<file path="config.mk">
export PLATFORM = sky130hd
export DESIGN_NAME = ac_seq_ctrl
export DESIGN_NICKNAME = d
export VERILOG_FILES = /design/src/rtl/ac_seq_pkg.sv /design/src/rtl/ac_seq_ctrl.sv
export SDC_FILE = /design/constraint.sdc
export NUM_CORES = 1
export LEC_CHECK = 0
export ABC_AREA = 1
export ABC_CLOCK_PERIOD_IN_PS = 3700
export CORE_ASPECT_RATIO = 1.25
export CORE_MARGIN = 2
export CORE_UTILIZATION = 35
export DETAILED_ROUTE_END_ITERATION = 8
export PLACE_DENSITY = 0.87
export SYNTH_ARGS = -nofsm -noshare
export SYNTH_HDL_FRONTEND = slang
export SYNTH_SLANG_ARGS = --single-unit
</file>
<file path="constraint.sdc">
create_clock -name clk -period 3.7 [get_ports clk]
set_input_delay 0.555 -clock clk [delete_from_list [all_inputs] [get_ports clk]]
set_output_delay 0.555 -clock clk [all_outputs]
set_load 0.005 [all_outputs]
</file>
<file path="src/rtl/ac_seq_pkg.sv">
`default_nettype none
// ============================================================================
//  Module      : ac_seq_pkg
//  Description : Shared types and encodings for the accumulate-then-shift
//                micro-sequencer: FSM state enum, ALU opcodes, AC control
//                codes and the post-operand state selection helper.
//                Optional macro AC_SEQ_ROUND_EN enables round-half-up
//                averaging (extra ROUND step before a right shift).
//  Revision    : 1.0 - initial release
// ============================================================================
package ac_seq_pkg;

   typedef enum logic [2:0] {
      IDLE  = 3'd0,
      CLEAR = 3'd1,
      LOAD  = 3'd2,
      ACCUM = 3'd3,
      ROUND = 3'd4,
      SHIFT = 3'd5,
      DONE  = 3'd6
   } state_t;

   localparam logic [2:0] ALU_ADD = 3'b000;
   localparam logic [2:0] ALU_SHR = 3'b100;
   localparam logic [2:0] ALU_SHL = 3'b101;

   localparam logic [1:0] AC_HOLD   = 2'b00;
   localparam logic [1:0] AC_LD_BUS = 2'b10;
   localparam logic [1:0] AC_LD_ALU = 2'b11;

`ifdef AC_SEQ_ROUND_EN
   localparam bit ROUND_EN = 1'b1;
`else
   localparam bit ROUND_EN = 1'b0;
`endif

   // State entered once the last operand has been absorbed into AC.
   function automatic state_t post_ops_state(input logic dir, input logic [3:0] shift);
      state_t nxt;
      if (shift == 4'd0)
         nxt = DONE;
      else if (ROUND_EN && !dir && (shift <= 4'd7))
         nxt = ROUND;
      else
         nxt = SHIFT;
      return nxt;
   endfunction

endpackage : ac_seq_pkg
`default_nettype wire

</file>
<file path="src/rtl/ac_seq_ctrl.sv">
`default_nettype none
// ============================================================================
//  Module      : ac_seq_ctrl
//  Description : Micro-sequencer driving an external AC/ALU datapath through
//                one "accumulate N operands, then shift" command. Commands,
//                operands and results travel over valid/ready streams; one
//                datapath micro-op is issued per cycle.
//                Optional macro AC_SEQ_ROUND_EN inserts a ROUND step
//                (adds 1<<(shift-1)) before right shifts of 1..7.
//  Revision    : 1.0 - initial release
// ============================================================================
module ac_seq_ctrl
   import ac_seq_pkg::*;
#(
   parameter int DATA_W = 16,
   parameter int CNT_W  = 4
) (
   input  logic              clk,
   input  logic              rst_n,
   input  logic              cmd_valid,
   output logic              cmd_ready,
   input  logic              cmd_dir,
   input  logic [CNT_W-1:0]  cmd_count,
   input  logic [3:0]        cmd_shift,
   input  logic              opnd_valid,
   output logic              opnd_ready,
   input  logic [DATA_W-1:0] opnd_data,
   output logic [1:0]        ac_control,
   output logic [2:0]        alu_control,
   output logic [DATA_W-1:0] bus_to_ac,
   output logic [6:0]        inst_to_alu,
   input  logic [DATA_W-1:0] ac_to_bus,
   input  logic              z_flag,
   output logic              res_valid,
   input  logic              res_ready,
   output logic [DATA_W-1:0] res_data,
   output logic              res_zero,
   output logic              busy
);

   state_t             r_state;
   state_t             w_next_state;
   state_t             w_after_ops;
   logic               r_dir;
   logic [3:0]         r_shift;
   logic [CNT_W-1:0]   r_remaining;
   logic               w_opnd_hs;
   logic               w_last;

   assign w_opnd_hs   = opnd_valid & opnd_ready;
   // The operand being accepted now is the final one when at most one remains.
   assign w_last      = (r_remaining <= CNT_W'(1));
   assign w_after_ops = post_ops_state(r_dir, r_shift);

   // State register.
   always_ff @(posedge clk or negedge rst_n) begin
      if (!rst_n)
         r_state <= IDLE;
      else
         r_state <= w_next_state;
   end

   // Command context capture and remaining-operand counter.
   always_ff @(posedge clk or negedge rst_n) begin
      if (!rst_n) begin
         r_dir       <= 1'b0;
         r_shift     <= 4'd0;
         r_remaining <= '0;
      end else if ((r_state == IDLE) && cmd_valid) begin
         r_dir       <= cmd_dir;
         r_shift     <= cmd_shift;
         r_remaining <= cmd_count;
      end else if (w_opnd_hs) begin
         r_remaining <= r_remaining - CNT_W'(1);
      end
   end

   // Next-state and datapath micro-op decode.
   always_comb begin
      w_next_state = r_state;
      cmd_ready    = 1'b0;
      opnd_ready   = 1'b0;
      res_valid    = 1'b0;
      res_data     = '0;
      res_zero     = 1'b0;
      busy         = 1'b1;
      ac_control   = AC_HOLD;
      alu_control  = ALU_ADD;
      bus_to_ac    = '0;
      inst_to_alu  = 7'd0;

      case (r_state)
         IDLE: begin
            cmd_ready = 1'b1;
            busy      = 1'b0;
            if (cmd_valid)
               w_next_state = (cmd_count != '0) ? LOAD : CLEAR;
         end

         CLEAR: begin
            ac_control   = AC_LD_BUS;
            w_next_state = DONE;
         end

         LOAD: begin
            opnd_ready = 1'b1;
            bus_to_ac  = opnd_data;
            if (opnd_valid) begin
               ac_control   = AC_LD_BUS;
               w_next_state = w_last ? w_after_ops : ACCUM;
            end
         end

         ACCUM: begin
            opnd_ready  = 1'b1;
            bus_to_ac   = opnd_data;
            alu_control = ALU_ADD;
            if (opnd_valid) begin
               ac_control   = AC_LD_ALU;
               w_next_state = w_last ? w_after_ops : ACCUM;
            end
         end

`ifdef AC_SEQ_ROUND_EN
         ROUND: begin
            ac_control   = AC_LD_ALU;
            alu_control  = ALU_ADD;
            inst_to_alu  = 7'd1 << (r_shift - 4'd1);
            w_next_state = SHIFT;
         end
`endif

         SHIFT: begin
            ac_control   = AC_LD_ALU;
            alu_control  = r_dir ? ALU_SHL : ALU_SHR;
            inst_to_alu  = {3'b000, r_shift};
            w_next_state = DONE;
         end

         DONE: begin
            res_valid = 1'b1;
            res_data  = ac_to_bus;
            res_zero  = z_flag;
            if (res_ready)
               w_next_state = IDLE;
         end

         default: begin
            w_next_state = IDLE;
         end
      endcase
   end

endmodule : ac_seq_ctrl
`default_nettype wire

</file>
==> impl_metrics.env, run 1 <==
export IMPL_status="finished clean"
export IMPL_vias=1340
export IMPL_drive_gt1_share_pct=12.1
export IMPL_yosysTopAreaCell="dfrtp_1"
export IMPL_die_y_um=68.0
export IMPL_vdd_drop_max_mv=0.387
export IMPL_synth_area_um2=1150
export IMPL_worstPathRequired_ps=3140
export IMPL_die_x_um=55.2
export IMPL_post_cts_buffers=0
export IMPL_fin_util_pct=66.6
export IMPL_antenna_found_initial=0
export IMPL_post_synth_num_cell_types=23
export IMPL_clk_latency_ps=250
export IMPL_placedInstanceArea_um2=2050
export IMPL_grt_max_degree=19
export IMPL_period_share_pct=67.0
export IMPL_grt_pass1_vias=1209
export IMPL_synthCells=189
export IMPL_fin_nets=330
export IMPL_design_area_um2=2110
export IMPL_period_needed_ps=2480
export IMPL_setup_violations=0
export IMPL_cts_root_buf="clkbuf_8"
export IMPL_hold_start="r_remaining[1]$_DFFE_PN0P_"
export IMPL_worst_slew_pin_slew_ps=555
export IMPL_avgSynthCellArea_um2=6.06
export IMPL_rsz0062_at_grt="no"
export IMPL_dp_final_hpwl_um=2960
export IMPL_max_stage_delay_ps=550
export IMPL_yosysWarnings=0
export IMPL_setup_tns_ps=0
export IMPL_cts_buffers=3
export IMPL_finalHoldViolCount=0
export IMPL_slew_headroom_pct=62.9
export IMPL_firstDrtPassIters=4
export IMPL_drv_cap=0
export IMPL_synth_area_top_cells="dfrtp_1 26%, inv_1 15%, nor2_1 15%, nand2_1 10%, nand2_2 4.9%"
export IMPL_cts_max_level=1
export IMPL_core_um2=3170
export IMPL_via_per_inst=4.23
export IMPL_holdWs_ps=490
export IMPL_yosysTopAreaCellShare_pct=26.2
export IMPL_crit_type="input pin to output pin"
export IMPL_final_common_cell="clkdlybuf4s50_1"
export IMPL_setup_ws_ps=1220
export IMPL_worstHoldPathType="flop to flop"
export IMPL_io_buffers=91
export IMPL_routedWlPerCell_um=11.1
export IMPL_drc=0
export IMPL_rows=23
export IMPL_path_cells="clkdlybuf4s50_1, nand2_2, o21ai_0, clkdlybuf4s50_1"
export IMPL_endpoint_kind="output pin"
export IMPL_p_leak_nw=1.09
export IMPL_die_area_um2=3750
export IMPL_cp_slowest_cell="clkdlybuf4s50_1"
export IMPL_cts_tree="built"
export IMPL_pin_count=96
export IMPL_cp_arrival_ps=1920
export IMPL_cts_resized=0
export IMPL_reg2reg_from="r_remaining[0]$_DFFE_PN0P_"
export IMPL_drv_slew=0
export IMPL_ys_seq_area_share_pct=26.2
export IMPL_drt_iter0_drc=28
export IMPL_grt_pass1_wl_um=5060
export IMPL_grt_remaining_overflow=0
export IMPL_ant_nets=0
export IMPL_syn_to_final_growth_pct=84.1
export IMPL_crit_start="opnd_valid"
export IMPL_crit_top_cell="clkdlybuf4s50_1"
export IMPL_place_congestion=0.782
export IMPL_clockBufferDepth=2
export IMPL_power_density_nw_per_um2=551
export IMPL_place_ws_ps=1250
export IMPL_mostFrequentLayoutCells="91 x clkdlybuf4s50_1, 47 x nor2_1, 47 x inv_1, 32 x nand2_1, 12 x dfrtp_1"
export IMPL_cp_start_kind="input pin"
export IMPL_wl_um=3500
export IMPL_ctsHoldBuffers=0
export IMPL_worstPathMaxFanout=6
export IMPL_initial_utilization_pct=36.2
export IMPL_fmax_mhz=403
export IMPL_grt_usage_pct=18.4
export IMPL_diodes=0
export IMPL_ys_ff_latch=12
export IMPL_skew_ps=1.70
export IMPL_cts_sinks=12
export IMPL_clkTransAtPathRegs_ps=50
==> critical path, delay by kind of cell <==
family,cells,cell delay [ps]
buffers and inverters,2,1050
AOI/OAI and AO/OA,1,220
and+or+nand+nor,1,100
==> synthesized netlist by cell type (all sizes together) <==
master	instances
conb	1
nor2	50
inv	54
ha	2
nand3	10
xor2	2
nand2	41
or2	1
o21ai	7
dfrtp	12
a21oi	1
clkinv	1
buf	7
==> layout make-up <==
type / instances / area [um^2]
Sequential cell: 12 / 300
Tap cell: 37 / 46.3
Inverter: 55 / 210
Timing Repair Buffer: 91 / 911
Clock buffer: 4 / 55.1
Multi-Input combinational cell: 118 / 587
Fill cell: 267 / 1060
==> cell families (layout without fill, tap and decap cells) <==
| group | Yosys count | count (layout) | synth area share, % |
|---|---|---|---|
| AO/OA/AOI/OAI | 8 | 8 | 5.13 |
| XOR/XNOR | 2 | 2 | 1.53 |
| adder cells (fa/ha/maj) | 2 | 2 | 2.18 |
| buffers and inverters | 62 | 150 | 23.6 |
| flip-flops | 12 | 12 | 26.2 |
| other | 1 | 4 | 0.327 |
| AND/OR/NAND/NOR | 102 | 102 | 41.0 |
==> power by group <==
group | leakage (nW) | internal, mW | switching, mW
Clock | 0.0288 | 0.0944 | 0.0538
Sequential | 0.148 | 0.196 | 0.0455
Combinational | 0.914 | 0.384 | 0.389
Total | 1.09 | 0.675 | 0.489
==> metal layers <==
metal	part of all wire (%)	up-vias	track usage, %
li1	-	702	-
met1	36	581	19.8
met2	54	54	34.4
met3	8.8	3	3.49
met4	0.97	0	6.71
met5	0	-	0
==> registers in the layout (all words and copies together), names as in the netlist <==
| name | flops |
|---|---|
| r_state | 3 |
| r_shift | 4 |
| r_remaining | 4 |
| r_dir | 1 |
==> final timing paths <==
kind,to,slack (ps),cells after the start
max,ac_control[0],1220,4
min,r_remaining[1]$_DFFE_PN0P_,490,2
max reg2reg,r_state[1]$_DFFE_PN0P_,2370,9
min reg2reg,r_remaining[1]$_DFFE_PN0P_,490,2
max in group asynchronous,r_state[1]$_DFFE_PN0P_,2670,1
min in group asynchronous,r_remaining[2]$_DFFE_PN0P_,660,1
==> per-stage QoR <==
step	instances	total power, mW
after floorplan	192	0.686
after global placement	313	1.00
after detailed placement	313	1.02
after CTS	317	1.18
after global routing	317	1.27
final	317	1.16
(Power assumes the default switching activity.)
==> run 2: changes to the inputs <==
Settings changed: ABC_CLOCK_PERIOD_IN_PS 3700 to 2200, CORE_UTILIZATION 35 to 29, PLACE_DENSITY 0.87 to 0.77.
Clock period 3.7 ns to 2.2 ns, I/O delays scaled along.
==> run 2 against run 1 <==
Compared with the run above: non-clock buffer count grew 1; sequential cell count is the same; die area grew 19%; total power grew 69%; sequential power grew 67%; first-iteration DRC count grew 64%; largest power group unchanged.
==> impl_metrics.env, run 2 (synthesis gave the netlist of run 1 again) <==
export IMPL_slew_headroom_pct=62.4
export IMPL_drv_cap=0
export IMPL_ctsHoldBuffers=0
export IMPL_grt_util_met3_pct=2.78
export IMPL_routedWlPerCell_um=10.1
export IMPL_drive_gt1_share_pct=12.8
export IMPL_power_frac_seq_pct=20.5
export IMPL_ant_nets=0
export IMPL_clockBufferDepth=2
export IMPL_power_density_nw_per_um2=918
export IMPL_combPwrFrac_pct=67.2
export IMPL_fin_nets=331
export IMPL_cp_arrival_ps=1780
export IMPL_die_area_um2=4470
export IMPL_firstDrtPassIters=4
export IMPL_place_ws_ps=178
export IMPL_grt_usage_pct=14.1
export IMPL_core_um2=3780
export IMPL_setup_ws_ps=94.3
export IMPL_endpoint_kind="output pin"
export IMPL_drc=0
export IMPL_cts_root_buf="clkbuf_8"
export IMPL_cp_start_kind="flop"
export IMPL_fin_util_pct=56.6
export IMPL_grt_max_degree=19
export IMPL_wl_um=3380
export IMPL_diodes=0
export IMPL_p_leak_nw=1.10
export IMPL_syn_to_final_growth_pct=86.8
export IMPL_grt_util_met1_pct=16.3
export IMPL_p_switching_mw=0.813
export IMPL_worst_slew_pin_slew_ps=562
export IMPL_via_per_inst=4.06
export IMPL_rows=25
export IMPL_antenna_found_initial=0
export IMPL_top_regs="r_remaining x4, r_shift x4, r_state x3"
export IMPL_die_y_um=74.3
export IMPL_vias=1360
export IMPL_die_x_um=60.2
export IMPL_clk_latency_ps=240
export IMPL_dp_final_hpwl_um=2940
export IMPL_cts_tree="built"
export IMPL_p_int_mw=1.15
export IMPL_pin_count=96
export IMPL_drv_slew=0
export IMPL_crit_type="flop to output pin"
export IMPL_cts_buffers=3
export IMPL_cts_sinks=12
export IMPL_worstHoldPathType="input pin to async pin"
export IMPL_skew_ps=1.25
export IMPL_use_met2_pct=26.2
export IMPL_setup_tns_ps=0
export IMPL_grt_remaining_overflow=0
export IMPL_clkTransAtPathRegs_ps=50
export IMPL_mostFrequentLayoutCells="91 x clkdlybuf4s50_1, 47 x inv_1, 46 x nor2_1, 32 x nand2_1, 12 x dfrtp_1"
export IMPL_fmax_mhz=475
export IMPL_clkPwrFrac_pct=12.3
export IMPL_worstPathRequired_ps=1870
export IMPL_vdd_drop_max_mv=0.542
export IMPL_period_needed_ps=2110
export IMPL_setup_violations=0
export IMPL_grt_pass1_vias=1172
export IMPL_final_common_cell="clkdlybuf4s50_1"
export IMPL_drt_iter0_drc=46
export IMPL_period_share_pct=95.7
export IMPL_grt_pass1_wl_um=4930
export IMPL_top_usage_layer="met2"
export IMPL_rsz0062_at_grt="no"
export IMPL_initial_utilization_pct=30.3
export IMPL_status="finished clean"
export IMPL_worstPathMaxFanout=6
export IMPL_cts_max_level=1
export IMPL_switching_share_pct=41.4
export IMPL_fillers=356
export IMPL_io_buffers=91
export IMPL_finalHoldViolCount=0
export IMPL_place_congestion=0.843
## run 2: changes by cell type in the layout (fill, tap and decap cells not counted), sizes merged
cell and change:
buf +1
## run 2: worst paths after layout
check	slack (ps)	to	start	cells past startpoint
min in group clk	490	r_remaining[1]$_DFFE_PN0P_	r_remaining[1]$_DFFE_PN0P_	2
hold reg to reg	490	r_remaining[1]$_DFFE_PN0P_	r_remaining[1]$_DFFE_PN0P_	2
setup / recovery	90	inst_to_alu[1]	r_state[1]$_DFFE_PN0P_	6
hold / removal	450	r_remaining[2]$_DFFE_PN0P_	rst_n	1
max in group asynchronous	1380	r_state[0]$_DFFE_PN0P_	rst_n	1
setup reg to reg	850	r_state[1]$_DFFE_PN0P_	r_remaining[0]$_DFFE_PN0P_	9
## run 2: what timing repair did
item,CTS,global route
gates resized for setup,0,2
setup buffers,0,1
endpoints found under the setup margin,0,3
## run 2: area by class of cell
cell class	instances	area (um^2)	share of cell area [%]
timing repair buffer	92	918	42.9
clock buffer	4	55.1	2.57
multi-input combinational	118	589	27.5
tap	54	67.6	3.16
inverter	55	210	9.82
sequential	12	300	14.0
## run 2: per-layer routing
| metal | share of wire [%] | vias to the layer above |
|---|---|---|
| met3 | 10 | 2 |
| met5 | 0 | - |
| met4 | 0.56 | 0 |
| met1 | 40 | 585 |
| met2 | 49 | 65 |
| li1 | - | 708 |
## run 2: critical path, cell delays in order, from the launching register on
cell	delay, ps
dfrtp_1	430
nor2_2	160
inv_2	50
nor2_1	150
inv_2	90
nor2_1	120
clkdlybuf4s50_1	530
## run 2: metrics by stage
step / area, um^2 / power (mW) / hold slack (ps) / std cells
6_report: 2140 / 1.96 / 451 / 335
5_1_grt: 2140 / 2.15 / 510 / 335
3_5_place_dp: 2080 / 1.72 / 473 / 330
2_1_floorplan: 1160 / 1.15 / 34.4 / 192
4_1_cts: 2130 / 1.97 / 465 / 334
3_3_place_gp: 2080 / 1.69 / 468 / 330
## run 2: power by group through the flow
stage	logic [mW]	clock network (mW)	registers, mW
floorplan	0.758	0	0.395
global placement	1.29	0	0.402
detailed placement	1.31	0	0.405
CTS	1.32	0.249	0.402
global route	1.47	0.261	0.419
finish	1.32	0.242	0.403
==> run 3: changes to the inputs <==
Settings changed: CTS_CLUSTER_SIZE set to 40, PLACE_DENSITY 0.77 to 0.79, SKIP_LAST_GASP set to 1.
==> run 3 against run 2 <==
Compared with the run above: sequential power grew 1%; highest routed layer unchanged; clock power about the same; critical endpoint is now ac_control[0]; global-route usage shrank 0.17 points; die area unchanged; core utilization up 0.23 points; sequential cell count stayed put.
==> impl_metrics.env, run 3 (synthesis gave the netlist of run 1 again) <==
export IMPL_syn_to_final_growth_pct=87.6
export IMPL_period_share_pct=94.8
export IMPL_r2r_slack_ps=870
export IMPL_dp_final_hpwl_um=2900
export IMPL_fin_nets=332
export IMPL_mostFrequentLayoutCells="91 x clkdlybuf4s50_1, 47 x inv_1, 46 x nor2_1, 32 x nand2_1, 11 x dfrtp_1"
export IMPL_grt_pass1_vias=1125
export IMPL_ant_nets=0
export IMPL_cts_buffers=3
export IMPL_worstHoldPathType="input pin to async pin"
export IMPL_reg2reg_from="r_remaining[0]$_DFFE_PN0P_"
export IMPL_grt_remaining_overflow=0
export IMPL_p_leak_nw=1.10
export IMPL_grt_pass1_wl_um=4830
export IMPL_endpoint_kind="output pin"
export IMPL_setup_violations=0
export IMPL_drv_cap=0
export IMPL_via_per_inst=4.10
export IMPL_dpl_cell_count=330
export IMPL_top_regs="r_remaining x4, r_shift x4, r_state x3"
export IMPL_routedWlPerCell_um=10.1
export IMPL_die_x_um=60.2
export IMPL_drv_slew=0
export IMPL_setup_ws_ps=113
export IMPL_grt_usage_pct=13.9
export IMPL_rows=25
export IMPL_grt_max_degree=19
export IMPL_pin_count=96
export IMPL_cp_arrival_ps=1760
export IMPL_fin_util_pct=56.8
export IMPL_finalHoldViolCount=0
export IMPL_crit_type="flop to output pin"
export IMPL_firstDrtPassIters=4
export IMPL_power_density_nw_per_um2=926
export IMPL_cts_root_buf="clkbuf_8"
export IMPL_ctsHoldBuffers=0
export IMPL_rsz0062_at_grt="no"
export IMPL_crit_start="r_state[2]$_DFFE_PN0P_"
export IMPL_clkTransAtPathRegs_ps=50
export IMPL_setup_tns_ps=0
export IMPL_diodes=0
export IMPL_drive_gt1_share_pct=13.5
export IMPL_p_switching_mw=0.823
export IMPL_worstPathRequired_ps=1870
export IMPL_period_needed_ps=2090
export IMPL_vdd_drop_max_mv=0.468
export IMPL_clk_latency_ps=240
export IMPL_clkPwrFrac_pct=12.0
export IMPL_place_ws_ps=192
export IMPL_final_common_cell="clkdlybuf4s50_1"
export IMPL_cp_endpoint="ac_control[0]"
export IMPL_slew_headroom_pct=64.2
export IMPL_wl_um=3380
export IMPL_cts_max_level=1
export IMPL_io_buffers=91
export IMPL_fillers=372
export IMPL_combPwrFrac_pct=67.5
export IMPL_status="finished clean"
export IMPL_ff2ff_path_depth=9
export IMPL_rr_endpoint="r_state[1]$_DFFE_PN0P_"
export IMPL_die_y_um=74.3
export IMPL_die_area_um2=4470
export IMPL_place_congestion=0.886
export IMPL_cts_sinks=12
export IMPL_clockBufferDepth=2
export IMPL_fmax_mhz=479
export IMPL_initial_utilization_pct=30.3
export IMPL_vias=1376
export IMPL_p_int_mw=1.17
export IMPL_drt_iter0_drc=47
export IMPL_cp_start_kind="flop"
export IMPL_worstPathMaxFanout=6
export IMPL_skew_ps=3.06
export IMPL_core_um2=3780
export IMPL_placedInstanceArea_um2=2080
export IMPL_antenna_found_initial=0
export IMPL_power_frac_seq_pct=20.5
export IMPL_final_cells=336
export IMPL_worst_slew_pin_slew_ps=535
export IMPL_switching_share_pct=41.4
export IMPL_design_area_um2=2150
export IMPL_cts_tree="built"
export IMPL_drc=0
run 3: cell count changes in the layout (fill, tap and decap cells not counted):
| cell | previous run | this run |
|---|---|---|
| o21ai_1 | 1 | 0 |
| o21ai_0 | 1 | 2 |
| dfrtp_1 | 12 | 11 |
| dfrtp_2 | 0 | 1 |
| buf_4 | 1 | 2 |
run 3: per-stage QoR:
stage          power, mW  hold slack, ps
2_1_floorplan       1.15            34.4
3_3_place_gp        1.69             474
3_5_place_dp        1.72             473
4_1_cts             1.97             461
5_1_grt             2.18             482
6_report            1.99             438
run 3: how the worst min path moves through the flow:
stage,startpoint,endpoint,depth (start not counted)
2_1_floorplan,rst_n,r_dir$_DFFE_PN0P_,0
3_3_place_gp,r_remaining[1]$_DFFE_PN0P_,r_remaining[1]$_DFFE_PN0P_,2
3_5_place_dp,r_remaining[1]$_DFFE_PN0P_,r_remaining[1]$_DFFE_PN0P_,2
4_1_cts,rst_n,r_remaining[2]$_DFFE_PN0P_,1
5_1_grt,rst_n,r_remaining[2]$_DFFE_PN0P_,1
6_report,rst_n,r_remaining[3]$_DFFE_PN0P_,1
run 3: power groups by stage:
| stage | registers, mW | clock network (mW) | logic (mW) |
|---|---|---|---|
| global route | 0.419 | 0.255 | 1.50 |
| floorplan | 0.395 | 0 | 0.758 |
| detailed placement | 0.407 | 0 | 1.32 |
| CTS | 0.404 | 0.244 | 1.33 |
| finish | 0.408 | 0.239 | 1.34 |
| global placement | 0.403 | 0 | 1.29 |
run 3: worst max-delay path, cell delays in order (launching register included):
cell and delay (ps):
dfrtp_1 470, nor2_4 200, nand2_2 130, o21ai_0 180
clkdlybuf4s50_1 530
run 3: repair_timing:
item	CTS	global route
resized for setup	0	2
endpoints found under the hold margin	0	0
buffers inserted	0	2
setup endpoints to repair	0	1
run 3: layout make-up:
class                           instances  area (um^2)  share of cell area, %
Inverter                               55          210                   9.78
Tap cell                               54         67.6                   3.14
Timing Repair Buffer                   93          926                   43.1
Multi-Input combinational cell        118          589                   27.4
Clock buffer                            4         55.1                   2.56
Sequential cell                        12          302                   14.0
run 3: metal layers:
layer  wire [um]  vias to the layer above  GRT usage, %
li1            -                      708             -
met1        1240                      604          15.5
met2        1780                       59          25.5
met3         331                        5          3.30
met4          30                        0          4.44
met5           0                        -             0
